--- src/rtl/out_port_arbiter.sv ---
// Round-robin output-port arbiter with credit flow control and flush/drain.
// Optional per-port grant counters when ARB_STATS_EN is defined.
module out_port_arbiter #(
    parameter int DEPTH = 4,
    parameter int PKT_W = 32,
    localparam int CW = $clog2(DEPTH + 1)
) (
    input  logic                  clk,
    input  logic                  rst_b,
    input  logic [3:0]            req,
    input  logic [3:0][PKT_W-1:0] pkt_in,
    output logic [3:0]            accept,
    output logic [PKT_W-1:0]      pkt_out,
    output logic                  pkt_out_valid,
    input  logic                  credit_ret,
    input  logic                  flush,
    output logic                  flush_done,
    output logic [CW-1:0]         credits,
`ifdef ARB_STATS_EN
    output logic [3:0][15:0]      grant_cnt,
`endif
    output logic                  err_credit
);

    typedef enum logic [1:0] {
        RUN   = 2'd0,
        DRAIN = 2'd1,
        DONE  = 2'd2
    } state_t;

    localparam logic [CW-1:0] FULL = CW'(DEPTH);

    state_t        state;
    logic [1:0]    ptr;
    logic [1:0]    win;
    logic [1:0]    idx;
    logic          found;
    logic          grant;
    logic [CW-1:0] eff;
    logic          ret_ok;

    always_comb begin
        win   = ptr;
        idx   = ptr;
        found = 1'b0;
        for (int k = 0; k < 4; k++) begin
            idx = ptr + 2'(k);
            if (!found && req[idx]) begin
                win   = idx;
                found = 1'b1;
            end
        end
    end

    // Flush in the same cycle blocks the grant even though state is still RUN.
    assign grant  = !rst_b && (state == RUN) && !flush
                  && (credits != '0) && found;
    assign accept = grant ? (4'b0001 << win) : 4'b0000;

    assign eff    = credits - CW'(grant);
    assign ret_ok = credit_ret && (eff != FULL);

    always_ff @(posedge clk or posedge rst_b) begin
        if (rst_b) begin
            state         <= RUN;
            ptr           <= 2'd0;
            credits       <= FULL;
            pkt_out       <= '0;
            pkt_out_valid <= 1'b0;
            flush_done    <= 1'b0;
            err_credit    <= 1'b0;
        end else begin
            credits       <= eff + CW'(ret_ok);
            pkt_out_valid <= grant;
            flush_done    <= 1'b0;
            if (credit_ret && !ret_ok)
                err_credit <= 1'b1;
            if (grant) begin
                pkt_out <= pkt_in[win];
                ptr     <= win + 2'd1;
            end
            unique case (state)
                RUN: begin
                    if (flush)
                        state <= DRAIN;
                end
                DRAIN: begin
                    if (credits == FULL) begin
                        state      <= DONE;
                        flush_done <= 1'b1;
                    end
                end
                DONE:    state <= RUN;
                default: state <= RUN;
            endcase
        end
    end

`ifdef ARB_STATS_EN
    always_ff @(posedge clk or posedge rst_b) begin
        if (rst_b) begin
            grant_cnt <= '0;
        end else if (flush_done) begin
            grant_cnt <= '0;
        end else if (grant && grant_cnt[win] != 16'hFFFF) begin
            grant_cnt[win] <= grant_cnt[win] + 16'd1;
        end
    end
`endif

endmodule
--- config.mk ---
export PLATFORM = sky130hd
export DESIGN_NAME = out_port_arbiter
export DESIGN_NICKNAME = d
export VERILOG_FILES = /design/src/rtl/out_port_arbiter.sv
export SDC_FILE = /design/constraint.sdc
export NUM_CORES = 1
export LEC_CHECK = 0
export CORE_MARGIN = 1.5
export CORE_UTILIZATION = 60
export DETAILED_ROUTE_END_ITERATION = 8
export DONT_BUFFER_PORTS = 1
export PLACE_DENSITY = 0.76
export SYNTH_ARGS = -nofsm -noshare
export SYNTH_HDL_FRONTEND = slang
export SYNTH_SLANG_ARGS = --single-unit
export TNS_END_PERCENT = 30
--- constraint.sdc ---
create_clock -name clk -period 2.6 [get_ports clk]
set_clock_uncertainty 0.05 [all_clocks]
set_input_delay 0.52 -clock clk [delete_from_list [all_inputs] [get_ports clk]]
set_output_delay 0.52 -clock clk [all_outputs]
set_load 0.01 [all_outputs]
## After elaboration in Yosys (flattened, before gate mapping)

Index checks and enable logic that the tools add are counted.

- Add/subtract/negate cells: 6
- Magnitude comparators: 5
- Equality and inequality tests: 5
- Shift operators: 1
- Muxes and demuxes: 23
- Reduce and logical (&&, ||, !) cells: 18

Operators with widths:

| operator | number |
|---|---|
| $bmux 32 s2 | 1 |
| $mux 32 | 1 |
| $lt 2x3->1 const B | 5 |
| $mux 1 | 10 |
| $mux 2 | 5 |
| $logic_and 1x1->1 | 9 |
| $bmux 1 s2 | 4 |
| $logic_not 1->1 | 6 |
| $add 2x1->2 const B | 2 |
| $add 2x2->2 const B | 2 |
| $mux 4 | 1 |
| $ne 2x2->1 const B | 2 |
| $pmux 2 s2 | 1 |
| $shl 1x2->4 const A | 1 |
| $add 3x1->3 | 1 |
| $eq 3x3->1 const B | 1 |
| $ne 3x3->1 const B | 1 |
| $reduce_bool 3->1 | 1 |
| $sub 3x1->3 | 1 |
| $eq 2x1->1 const B | 1 |
| $logic_not 2->1 | 1 |
| $reduce_and 2->1 | 1 |

- Bits in registers: 42
- Bits of input ports: 136
- Word-level logic and storage cells: 65

## Logic depth before layout (Yosys ltp)

Gate-level depths: netlist (run 1).

- Depth in word-level cells: 18
- Depth in mapped cells: 10

## Least setup slack after synthesis (run 1)

No wires, ideal clock.

- Path kind: flip-flop to flip-flop
- Start point: register credits[0]
- End point: register err_credit
- Setup time: 0.120 ns
- Data arrival time: 2.122 ns
- Required time: 2.430 ns
- Path slack: 0.308 ns
- Stages on the path, launching flop included: 9
- Path through: dfrtp_1 o311ai_1 buf_2 inv_2 ha_1 ha_1 xnor2_1 nor2_1 a31o_2

- Cells in the longest elaborated chain, start to end: 8

RTL lines:

| what | line | RTL |
|---|---|---|
| start: declaration | 18 | `output logic [CW-1:0] credits,` |
| start signal: assignment | 73 | `credits <= eff + CW'(ret_ok);` |
| $reduce_bool 3->1 | 57 | `&& (credits != '0) && found;` |
| $logic_and 1x1->1 (2 in series) | 57 |  |
| named net grant | 38 | `logic grant;` |
| $sub 3x1->3 | 60 | `assign eff = credits - CW'(grant);` |
| $ne 3x3->1 | 61 | `assign ret_ok = credit_ret && (eff != FULL);` |
| $logic_and 1x1->1 | 61 |  |
| $logic_not 1->1 | 76 | `if (credit_ret && !ret_ok)` |
| $logic_and 1x1->1 | 76 |  |
| end signal: assignment | 71 | `err_credit <= 1'b0;` |
| end signal: assignment | 77 | `err_credit <= 1'b1;` |
| end: declaration | 22 | `output logic err_credit` |

The timed path passes the listed nets, and every way through them passes these cells.
A chain may end at the register's enable or synchronous reset.

## Worst setup path after layout (run 1)

- Start point: register ptr[1]
- End point: output accept[1]

- Cells in the longest elaborated chain, start to end: 14
- Elaborated cells on any way between the ends: 27

RTL lines:

| what | line | RTL |
|---|---|---|
| start: declaration | 34 | `logic [1:0] ptr;` |
| start signal: assignment | 80 | `ptr <= win + 2'd1;` |
| branches (longest 13 deep; another with $add 2x1->2) | - |  |
| $mux 4 (*) | 58 | `assign accept = grant ? (4'b0001 << win) : 4'b0000;` |
| end: declaration | 12 | `output logic [3:0] accept,` |

Every way passes the cells marked *. The select of a mux whose other input is x is not followed.

==> flow_summary_export.csv, run 1 <==
group,metric,value,unit
run_status,status,"finished clean",
timing,finalSetupViolations,0,
timing,slew_headroom,38.76,%
clocking,clock-root-buffer,"clkbuf_8",
detailed_routing,via_count,2912,
clocking,htreeDepth,2,
critical_path,critical_path.startpoint_type,"flip-flop",
min_path,hp-class,"input pin to asynchronous set/reset pin",
synth,ys_seq_elements,42,
critical_path,required,2.03,ns
die,die_w,78.45,um
global_routing,grt_pass1_vias,2727,
timing,setup_tns,0,ns
synth,yosysSeqAreaShare,30.81,%
clocking,clock_sinks,42,
timing,slew_violations,0,
synth,synthArstFlopShare,100.0,%
timing,hold_viol_final,0,
detailed_routing,drt_iter0_drc,125,
place,place_area,0.003401,mm^2
layout,post-route-util,63.21,%
clocking,cts_hold_buf,0,
synth,synth-main-ff-cell,"dfrtp_1",
detailed_routing,drtPass1Iterations,4,
critical_path,crit_fanout,6,
synth,ys_top_cells_by_area,"dfrtp_1 30%, a31oi_1 12%, a211oi_2 11%, o31ai_2 10%, a211oi_1 7.7%",
synth,syn_inst,392,
clocking,cts_tree,"yes",
global_routing,grt_pass1_wl,13.42,mm
clocking,cts_buffers,5,
layout,diodes,0,
timing,grt_setup_unrepaired,"no",
timing,fmax,0.4039,GHz
clocking,clk_pin_slew,0.08,ns
global_routing,antenna_found_initial,0,
layout,design_area,0.003481,mm^2
die,die_h,78.45,um
place,gp_congestion,0.8287,
die,die_area,0.006154,mm^2
synth,netlist_area,0.003416,mm^2
layout,fill_cells,473,
detailed_routing,wirelength,8.607,mm
critical_path,path_class,"flip-flop to output port",
global_routing,grt_start_max_net_pins,68,
detailed_routing,drcViolationCount,0,
die,start_util,62.03,%
global_routing,gr-total-overflow,0,
pwr,fin_total_pwr,3.611,mW
pwr,power.density,1037,mW/mm^2
global_routing,grt_usage,27.12,%
synth,yosys.area.top_type_share,30.04,%
timing,period_needed,2.476,ns
layout,drive_gt1_share,22.28,%
die,core,0.005507,mm^2
synth,yosys.area.top_type,"dfrtp_1",
place,port_buffers,0,
synth,synthDistinctLibCells,36,
pwr,power.leakage,1.525,nW
synth,synth-edff-count,0,
place,hpwlAfterDp,5.910,mm
die,pin_count,178,
critical_path,cp.arrival,1.91,ns
layout,syn_to_final_growth,1.905,%
clocking,insertion_delay,0.28,ns
synth,syn_nets,535,
pwr,vdd_ir_drop_max,0.4646,mV
run,maxCapViolCount,0,
clocking,postCtsSetupBuffers,0,
critical_path,cp-end-kind,"output port",
timing,post-route-period-util,95.22,%
layout,nets,510,
die,placementRows,27,
detailed_routing,avgViaCountPerCell,6.618,
synth,avgSynthCellArea,8.714,um^2
synth,ys_warn_count,0,
clocking,cts_resized,0,
detailed_routing,wl_per_cell,19.56,um
detailed_routing,ant_nets,0,
timing,worst_pin_slew,0.9173,ns
clocking,cts_buffer_depth,2,
## state kept, by name, indices dropped and copies added, names as in the netlist
register / cells
state: 2
pkt_out: 32
flush_done: 1
err_credit: 1
credits: 3
pkt_out_valid: 1
ptr: 2
## worst paths after layout
kind	endpoint	from	cells past startpoint	slack [ns]
min	pkt_out[3]$_DFFE_PP0P_	rst_b	1	0.27
max reg2reg	err_credit$_DFFE_PP0P_	state[1]$_DFFE_PP0P_	8	0.35
min in group clk	credits[0]$_DFF_PP0_	credit_ret	1	0.31
max in group asynchronous	err_credit$_DFFE_PP0P_	rst_b	1	1.67
min reg2reg	state[0]$_DFFE_PP0P_	state[1]$_DFFE_PP0P_	1	0.44
max	accept[1]	ptr[1]$_DFFE_PP0P_	6	0.12
## synthesized netlist by cell type, drive strengths merged, types with 2 or more instances
library cell	instances
a211oi	64
a31oi	63
and2	4
and4b	2
buf	27
clkbuf	15
dfrtp	41
ha	7
inv	70
nand2	37
nor2	5
nor2b	5
nor4	2
o21ai	3
o31ai	32
xnor2	2
## layer usage
metal | track usage [%] | vias up | wire [um]
met5 | 0 | - | 0
met4 | 8.750 | 0 | 223
met3 | 8.256 | 22 | 767
met2 | 47.48 | 143 | 4209
met1 | 31.56 | 1368 | 3406
li1 | - | 1379 | -
## critical path, cell delays in order (launching register included)
cell	delay, ns
dfrtp_1	0.47
and3b_1	0.22
nor4_1	0.24
or2_1	0.29
inv_4	0.06
ha_1	0.17
and2_1	0.17
## logic make-up (layout without fill, tap and decap cells)
| group | count (synthesis) | count (layout) | synth area share, % |
|---|---|---|---|
| flops | 42 | 42 | 30.81 |
| xor+xnor | 2 | 2 | 0.5129 |
| simple gates | 60 | 60 | 8.388 |
| fa+ha+maj | 7 | 7 | 2.564 |
| compound gates | 169 | 169 | 43.11 |
| buf+inv | 112 | 88 | 14.61 |
## placed cells by master (no fill, tap or decap), drive strengths merged, types with 3 or more instances in the layout
cell    count
nand2      37
a31oi      63
ha          7
inv        70
dfrtp      41
o31ai      32
clkbuf      8
o21ai       3
a211oi     64
nor2        5
and2        4
buf        10
nor2b       5
## metrics by stage
stage | instances | setup WS [ns] | hold WS, ns
2_1_floorplan | 392 | 0.3077 | 0.3836
3_3_place_gp | 432 | 0.3584 | 0.4082
3_5_place_dp | 432 | 0.2259 | 0.4324
4_1_cts | 440 | 0.1016 | 0.3000
5_1_grt | 440 | 0.002585 | 0.2888
6_report | 440 | 0.1242 | 0.2669
## area by class of cell
type | instances | area, um^2 | area share, %
sequential | 42 | 1052 | 30.23
inverter | 70 | 265.3 | 7.620
multi-input combinational | 238 | 1906 | 54.74
timing repair buffer | 10 | 87.58 | 2.516
clock buffer | 8 | 80.08 | 2.301
tap | 72 | 90.09 | 2.588
## power by group
part	switching (mW)	total (mW)	internal (mW)
registers	0.378	1.32	0.946
logic	1.17	1.89	0.714
clock network	0.209	0.400	0.191
total	1.76	3.61	1.85
No activity file was read; power rests on OpenSTA's default activity.
==> run 2: changes to the inputs <==
CTS_CLUSTER_SIZE = 40   (was unset)
SKIP_LAST_GASP = 1   (was unset)
==> results of run 2 <==
The final DEF is identical to that of run 1; final timing and power are the same.
